$ cat src/rtl/button_event_ctrl.sv
// button_event_ctrl: turns N debounced button levels into PRESS / RELEASE /
// LONG / REPEAT events, serialised round-robin onto one valid/ready stream.
// Optional feature macro: BTN_EVT_REPEAT_EN (auto-repeat while long-held).
module button_event_ctrl #(
    parameter int NumButtons     = 4,
    parameter int TickDiv        = 100000,
    parameter int LongPressTicks = 500,
    parameter int RepeatTicks    = 100
) (
    input  logic                                             clk,
    input  logic                                             rst_n,
    input  logic                                             enable,
    input  logic [NumButtons-1:0]                            btn,
    output logic                                             evt_valid,
    input  logic                                             evt_ready,
    output logic [((NumButtons > 1) ? $clog2(NumButtons) : 1)-1:0] evt_id,
    output logic [1:0]                                       evt_kind,
    output logic                                             evt_drop
);

    localparam int IdW = (NumButtons > 1) ? $clog2(NumButtons) : 1;
    localparam int PW  = (TickDiv > 1) ? $clog2(TickDiv) : 1;
    localparam int HW  = $clog2(LongPressTicks + 1);
    localparam logic [PW-1:0]  TickLast = PW'(TickDiv - 1);
    localparam logic [HW-1:0]  HoldLast = HW'(LongPressTicks - 1);
    localparam logic [IdW-1:0] LastInit = IdW'(NumButtons - 1);
`ifdef BTN_EVT_REPEAT_EN
    localparam int RW = $clog2(RepeatTicks + 1);
    localparam logic [RW-1:0] RepLast = RW'(RepeatTicks - 1);
`endif

    typedef enum logic [1:0] {
        S_IDLE,
        S_PRESSED,
        S_LONG
    } state_t;

    typedef enum logic [1:0] {
        K_PRESS   = 2'd0,
        K_RELEASE = 2'd1,
        K_LONG    = 2'd2,
        K_REPEAT  = 2'd3
    } kind_t;

    logic [PW-1:0]         cnt_q;
    logic                  tick;
    logic [NumButtons-1:0] btn_s;
    logic [NumButtons-1:0] btn_h;
    logic [NumButtons-1:0] rise;

    state_t                state_q   [NumButtons];
    state_t                state_d   [NumButtons];
    logic [HW-1:0]         hold_q    [NumButtons];
    logic [HW-1:0]         hold_d    [NumButtons];
`ifdef BTN_EVT_REPEAT_EN
    logic [RW-1:0]         rep_q     [NumButtons];
    logic [RW-1:0]         rep_d     [NumButtons];
`endif
    logic [NumButtons-1:0] post;
    kind_t                 post_kind [NumButtons];

    logic [NumButtons-1:0] slot_full;
    kind_t                 slot_kind [NumButtons];
    logic [NumButtons-1:0] pend;
    logic [NumButtons-1:0] drop;
    logic                  found;
    logic [IdW-1:0]        sel;
    logic [IdW-1:0]        last_q;
    logic                  load;
    logic                  grant;

    assign tick = enable && (cnt_q == TickLast);
    assign rise = btn_s & ~btn_h;

    // Shared time base: free-running divider, held at zero while disabled.
    always_ff @(posedge clk or negedge rst_n) begin
        if (!rst_n) begin
            cnt_q <= '0;
        end else if (!enable || tick) begin
            cnt_q <= '0;
        end else begin
            cnt_q <= cnt_q + 1'b1;
        end
    end

    // Input sample and history; tracks btn even while disabled.
    always_ff @(posedge clk or negedge rst_n) begin
        if (!rst_n) begin
            btn_s <= '0;
            btn_h <= '0;
        end else begin
            btn_s <= btn;
            btn_h <= btn_s;
        end
    end

    // Per-button FSM state and hold/repeat counters.
    always_ff @(posedge clk or negedge rst_n) begin
        if (!rst_n) begin
            for (int unsigned i = 0; i < NumButtons; i++) begin
                state_q[i] <= S_IDLE;
                hold_q[i]  <= '0;
`ifdef BTN_EVT_REPEAT_EN
                rep_q[i]   <= '0;
`endif
            end
        end else begin
            for (int unsigned i = 0; i < NumButtons; i++) begin
                state_q[i] <= state_d[i];
                hold_q[i]  <= hold_d[i];
`ifdef BTN_EVT_REPEAT_EN
                rep_q[i]   <= rep_d[i];
`endif
            end
        end
    end

    // Per-button next state and event posting; release beats LONG/REPEAT.
    always_comb begin
        for (int unsigned i = 0; i < NumButtons; i++) begin
            state_d[i]   = state_q[i];
            hold_d[i]    = hold_q[i];
`ifdef BTN_EVT_REPEAT_EN
            rep_d[i]     = rep_q[i];
`endif
            post[i]      = 1'b0;
            post_kind[i] = K_PRESS;
            if (!enable) begin
                state_d[i] = S_IDLE;
                hold_d[i]  = '0;
`ifdef BTN_EVT_REPEAT_EN
                rep_d[i]   = '0;
`endif
            end else begin
                case (state_q[i])
                    S_IDLE: begin
                        if (rise[i]) begin
                            state_d[i]   = S_PRESSED;
                            hold_d[i]    = '0;
                            post[i]      = 1'b1;
                            post_kind[i] = K_PRESS;
                        end
                    end
                    S_PRESSED: begin
                        if (!btn_s[i]) begin
                            state_d[i]   = S_IDLE;
                            post[i]      = 1'b1;
                            post_kind[i] = K_RELEASE;
                        end else if (tick) begin
                            if (hold_q[i] == HoldLast) begin
                                state_d[i]   = S_LONG;
`ifdef BTN_EVT_REPEAT_EN
                                rep_d[i]     = '0;
`endif
                                post[i]      = 1'b1;
                                post_kind[i] = K_LONG;
                            end else begin
                                hold_d[i] = hold_q[i] + 1'b1;
                            end
                        end
                    end
                    S_LONG: begin
                        if (!btn_s[i]) begin
                            state_d[i]   = S_IDLE;
                            post[i]      = 1'b1;
                            post_kind[i] = K_RELEASE;
                        end
`ifdef BTN_EVT_REPEAT_EN
                        else if (tick) begin
                            if (rep_q[i] == RepLast) begin
                                rep_d[i]     = '0;
                                post[i]      = 1'b1;
                                post_kind[i] = K_REPEAT;
                            end else begin
                                rep_d[i] = rep_q[i] + 1'b1;
                            end
                        end
`endif
                    end
                    default: begin
                        state_d[i] = S_IDLE;
                    end
                endcase
            end
        end
    end

    assign pend  = slot_full & {NumButtons{enable}};
    assign load  = !evt_valid || evt_ready;
    assign grant = load && found;

    // Round-robin search starting one past the last granted button.
    always_comb begin
        int unsigned idx;
        idx   = 0;
        found = 1'b0;
        sel   = '0;
        for (int unsigned k = 1; k <= NumButtons; k++) begin
            idx = (int'(last_q) + k) % NumButtons;
            if (!found && pend[idx]) begin
                found = 1'b1;
                sel   = IdW'(idx);
            end
        end
    end

    // Drop detection: a post to an occupied slot that is not draining now.
    always_comb begin
        for (int unsigned i = 0; i < NumButtons; i++) begin
            drop[i] = enable && post[i] && slot_full[i] && !(grant && (sel == IdW'(i)));
        end
    end

    // Pending slots: a slot granted this cycle may be refilled in the same cycle.
    always_ff @(posedge clk or negedge rst_n) begin
        if (!rst_n) begin
            for (int unsigned i = 0; i < NumButtons; i++) begin
                slot_full[i] <= 1'b0;
                slot_kind[i] <= K_PRESS;
            end
        end else begin
            for (int unsigned i = 0; i < NumButtons; i++) begin
                if (!enable) begin
                    slot_full[i] <= 1'b0;
                end else if (post[i] && !drop[i]) begin
                    slot_full[i] <= 1'b1;
                    slot_kind[i] <= post_kind[i];
                end else if (grant && (sel == IdW'(i))) begin
                    slot_full[i] <= 1'b0;
                end
            end
        end
    end

    // Output register: reload whenever empty or accepted; hold while stalled.
    always_ff @(posedge clk or negedge rst_n) begin
        if (!rst_n) begin
            evt_valid <= 1'b0;
            evt_id    <= '0;
            evt_kind  <= '0;
            evt_drop  <= 1'b0;
            last_q    <= LastInit;
        end else begin
            evt_drop <= |drop;
            if (load) begin
                evt_valid <= found;
                if (found) begin
                    evt_id   <= sel;
                    evt_kind <= slot_kind[sel];
                    last_q   <= sel;
                end
            end
        end
    end

endmodule

$ cat config.mk
export PLATFORM = sky130hd
export DESIGN_NAME = button_event_ctrl
export DESIGN_NICKNAME = d
export VERILOG_FILES = /design/src/rtl/button_event_ctrl.sv
export SDC_FILE = /design/constraint.sdc
export NUM_CORES = 1
export LEC_CHECK = 0
export CAP_MARGIN = 40
export CORE_MARGIN = 2
export CORE_UTILIZATION = 40
export DETAILED_ROUTE_END_ITERATION = 16
export REMOVE_ABC_BUFFERS = 1
export SYNTH_ARGS = -nofsm -noshare
export SYNTH_HDL_FRONTEND = slang
export SYNTH_SLANG_ARGS = --single-unit
export TNS_END_PERCENT = 30
$ cat constraint.sdc
create_clock -name clk -period 2.7 [get_ports clk]
set_clock_uncertainty 0.1 [all_clocks]
set_input_delay 0.405 -clock clk [delete_from_list [all_inputs] [get_ports clk]]
set_output_delay 0.405 -clock clk [all_outputs]
set_load 0.005 [all_outputs]
After elaboration in Yosys (flattened, before gate mapping)
Index checks and enable logic that the tools add are counted.
- register bits after elaboration: 89
- output and inout port bits: 6
- word-level logic and storage cells: 285
- $add $sub $neg: 9
- order comparisons: 5
- equality and inequality tests: 52
- multiplexer cells: 132
- bitwise gates (word level): 4
- reduce and logical (&&, ||, !) cells: 59
- operators by type and width (kind ; number):
    $mux W9 ; 20
    $mux W2 ; 42
    $pmux W9 S2 ; 4
    $ne A3 B3 Y1 const B ; 20
    $mux W1 ; 48
    $add A9 B1 Y9 const B ; 4
    $eq A9 B9 Y1 const B ; 4
    $ne A4 B4 Y1 const B ; 8
    $logic_and A1 B1 Y1 ; 25
    $ne A3 B1 Y1 const B ; 8
    $pmux W2 S3 ; 4
    $reduce_and A5 Y1 ; 4
    $add A17 B1 Y17 const B ; 1
    $eq A17 B17 Y1 const B ; 1
    $mux W17 ; 1
    $pmux W2 S2 ; 4
    $reduce_and A4 Y1 ; 4
    $logic_not A1 Y1 ; 13
    $eq A2 B2 Y1 const B ; 6
    $lt A2 B3 Y1 const B ; 4
    $pmux W1 S3 ; 4
    $eq A2 B1 Y1 const B ; 5
    $logic_not A2 Y1 ; 5
    $reduce_and A2 Y1 ; 5
    other kinds (10) ; 17

Longest topological paths before layout
- word-level depth: 21
- gate-level depth with buffers: 10
- depth with buffers taken out: 8

Worst setup path before layout
Ideal clock, no wire load.
- path kind: reg-to-reg
- from: register cnt_q[0]
- to: register hold_q[32] in the netlist's numbering
- library setup time: 0.092 ns
- arrival: 2.410 ns
- required time: 2.508 ns
- path slack: 0.098 ns
- cell stages (with the launch flop): 9
- path buffers: 1
- clock period less this slack: 2.602 ns
- path through: dfrtp_1 ha_1 buf_2 clkinv_1 or4_4 or4_4 and2_4 or2_4 o31ai_2
- word-level cells in the longest chain between the ends: 4
- ends and longest elaborated chain (what ; RTL line ; text):
    start: declaration ; 45 ; logic [PW-1:0] cnt_q;
    start signal: assignment ; 82 ; cnt_q <= cnt_q + 1'b1;
    $eq A17 B17 Y1 ; 72 ; assign tick = enable && (cnt_q == TickLast);
    $logic_and A1 B1 Y1 ; 72 ;
    $ne A3 B3 Y1 (no line) ; -- ;
    $reduce_and A5 Y1 (no line) ; -- ;
    end signal: indexed assignment ; 110 ; hold_q[i] <= hold_d[i];
    end: declaration ; 53 ; logic [HW-1:0] hold_q [NumButtons];
Every way passes these cells.
A chain may end at the register's enable or synchronous reset.

Worst setup path in the final report
- from: register cnt_q[12]
- to: register hold_q[32] in the netlist's numbering
The elaborated chain is that of the path after synthesis.

==> results.toml <==
[placement]
place.port_buffers = 13
dp_hpwl_um = 7690
gp_congestion = 0.854
placed_cells = 724

[job]
maxCapViolations = 0

[timing]
finalSetupViolations = 0
max_freq_mhz = 379
hold_viol_final = 0
slew_violations = 0
final.period_utilization_pct = 97.7
worstMarginPinSlew_ns = 0.756
fin_crit_ns = 2.64
slew_headroom_pct = 49.6

[clocking]
cts_buffers = 9
htree_levels = 3
clock_sinks = 89
cts.reportedPaths.clkPinSlew_ns = 0.06
clk_latency_ns = 0.34
cts_root_buffer = "clkbuf_16"
cts_tree = "done"
cts_buffer_depth = 2

[power_and_ir_drop]
powerDensity_nw_per_um2 = 605
peakVddDrop_v = 0.000309
cellLeakagePower_nw = 2.53
total_power_mw = 3.51
power_frac_clock_pct = 35.2
p_seq_share_pct = 43.8
combinationalPowerShare_pct = 21.0
internal_power_mw = 2.51
p_sw_share_pct = 28.5
power.net_switching_mw = 1.00

[logic_synthesis]
synth.avg_cell_area_um2 = 9.36
synthTopCellsByArea = "dfrtp_1 (44%), ha_1 (5.8%), nor2_1 (4.2%)"
ys.flop_type = "dfrtp_1"
synth_top_area_cell = "dfrtp_1"
synth_seq_area_share_pct = 44.9
ys_warn_count = 0
ys_types = 62
synthCells = 531
synth_common_cells = "dfrtp_1 (87), nor2_1 (55), nand2_1 (53), o21ai_0 (32), nand3_1 (26)"
synthArstFlopShare_pct = 100
synthesis.area_um2 = 4970
synth_edf_count = 0
synth_top_area_share_pct = 43.8
synth_seq_cells = 89
yosysMostFrequentCell = "dfrtp_1"

[setup_path]
worstPathArrival_ns = 2.76
cp-start-kind = "register"
worstSetupEndpointType = "register"
critPathMaxFanout = 6
setup.worst_path.class = "register to register"
worst_ep_required_time_ns = 2.82

[grt]
grt_max_degree = 58
grt_pass1_wl_um = 18700
grt_overflow = 0
antenna_found_initial = 0
grt_pass1_vias = 3880
grt_usage_pct = 17.9

[drt]
vias = 3967
postRouteAntennaNets = 0
drc = 0
first_pass_iters = 4
routed_wl_um = 10800
wl_per_cell_um = 14.4
dr.first_iter.drc_count = 275
routed_via_density = 5.32

[floorplan]
io_pins = 14
start_util_pct = 41.2
die_area_um2 = 13300
die-width_um = 115
core_area_um2 = 12100
die_h_um = 115
num_rows = 40

[hold_path]
min_path_type = "primary input to async pin"

[final_layout]
stdcell_count = 746
nNetsFinal = 604
drive_above_1_share_pct = 11.8
diodes = 0
syn_to_final_growth_pct = 16.8

[run_status]
status = "completed"
[path summary, 6_finish.rpt]
check                        endpoint  slack (ns)      start  cells past startpoint
max                        hold_q[32]        0.06  cnt_q[12]                      7
min                        hold_q[24]        0.02      rst_n                      1
max reg2reg                hold_q[32]        0.06  cnt_q[12]                      7
min reg2reg                  cnt_q[0]        0.37   cnt_q[0]                      1
max in group asynchronous   hold_q[8]        1.80      rst_n                      2
min in group clk             cnt_q[0]        0.37   cnt_q[0]                      1
[critical path, stage by stage (launching register included)]
cell and delay (ns):
dfrtp_1 0.43, nand4bb_4 0.23, or4_4 0.59, or4_4 0.56
and2_4 0.18, buf_4 0.13, o21ai_1 0.20, o31ai_4 0.10
[power groups by stage]
stage | logic (mW) | clock network, mW | registers [mW]
after floorplan | 0.453 | 0 | 1.54
after global placement | 0.704 | 0 | 1.56
after detailed placement | 0.720 | 0 | 1.56
after CTS | 0.725 | 1.28 | 1.54
after global routing | 0.831 | 1.34 | 1.55
final | 0.738 | 1.24 | 1.54
[stage by stage]
step                      hold WS (ns)  setup WS, ns   TNS, ns  area [µm²]  utilization, %
after global routing            0.0921      -0.00198  -0.00198        5810            48.1
after global placement           0.364       0.00472         0        5450            45.2
after CTS                       0.0572        0.0563         0        5750            47.6
after floorplan                0.00941        0.0927         0        4910               -
final                           0.0203        0.0625         0        5810            48.1
after detailed placement         0.375        0.0958         0        5460            45.2
[registers in the layout (all words and copies together) (netlist names)]
register   cells
btn_s          4
evt_kind       2
cnt_q         17
state_q        8
evt_drop       1
btn_h          4
hold_q        36
last_q         2
slot_kind      8
slot_full      4
evt_valid      1
evt_id         2
[repair_timing]
item / in CTS / in global routing
setup endpoints to repair: 0 / 11
hold buffers: 0 / 0
setup buffers: 0 / 6
gates resized for setup: 0 / 3
[logic make-up (layout without fill, tap and decap cells)]
family,after synthesis,count (layout),share of synthesized area (%)
simple gates,220,220,23.6
xor+xnor,27,27,4.76
fa+ha+maj,23,23,5.79
buf+inv,41,88,3.12
mux,16,16,3.40
flops,89,89,44.9
compound gates,115,115,14.5
[per-layer routing]
layer | track usage [%] | part of all wire (%) | vias to the layer above
met5 | 0 | 0 | -
met4 | 8.92 | 2.6 | 0
met3 | 3.71 | 3.6 | 18
met2 | 27.0 | 44 | 70
met1 | 24.5 | 49 | 1888
li1 | - | - | 1991
[cells in the final DEF (no fill, tap or decap), types with 6 or more instances in the layout]
master	n
ha_1	22
dfrtp_1	87
nand3_1	26
mux2i_1	9
o21ai_1	9
inv_1	23
nand4_1	13
nand2_1	53
clkdlybuf4s50_1	12
buf_4	34
a21oi_1	24
nor2_1	55
clkbuf_16	9
nor3_1	7
xor2_1	16
nor4_1	7
o21ai_0	32
a21o_1	6
and3_1	12
o31ai_1	6
xnor2_1	11
nand2b_1	10
[layout make-up]
| type | count | area [µm²] |
|---|---|---|
| Timing Repair Buffer | 47 | 380 |
| Inverter | 25 | 93.8 |
| Clock buffer | 13 | 250 |
| Clock inverter | 3 | 40.0 |
| Multi-Input combinational cell | 401 | 2600 |
| Tap cell | 168 | 210 |
| Fill cell | 1110 | 6260 |
| Sequential cell | 89 | 2230 |
(Power assumes the default switching activity.)
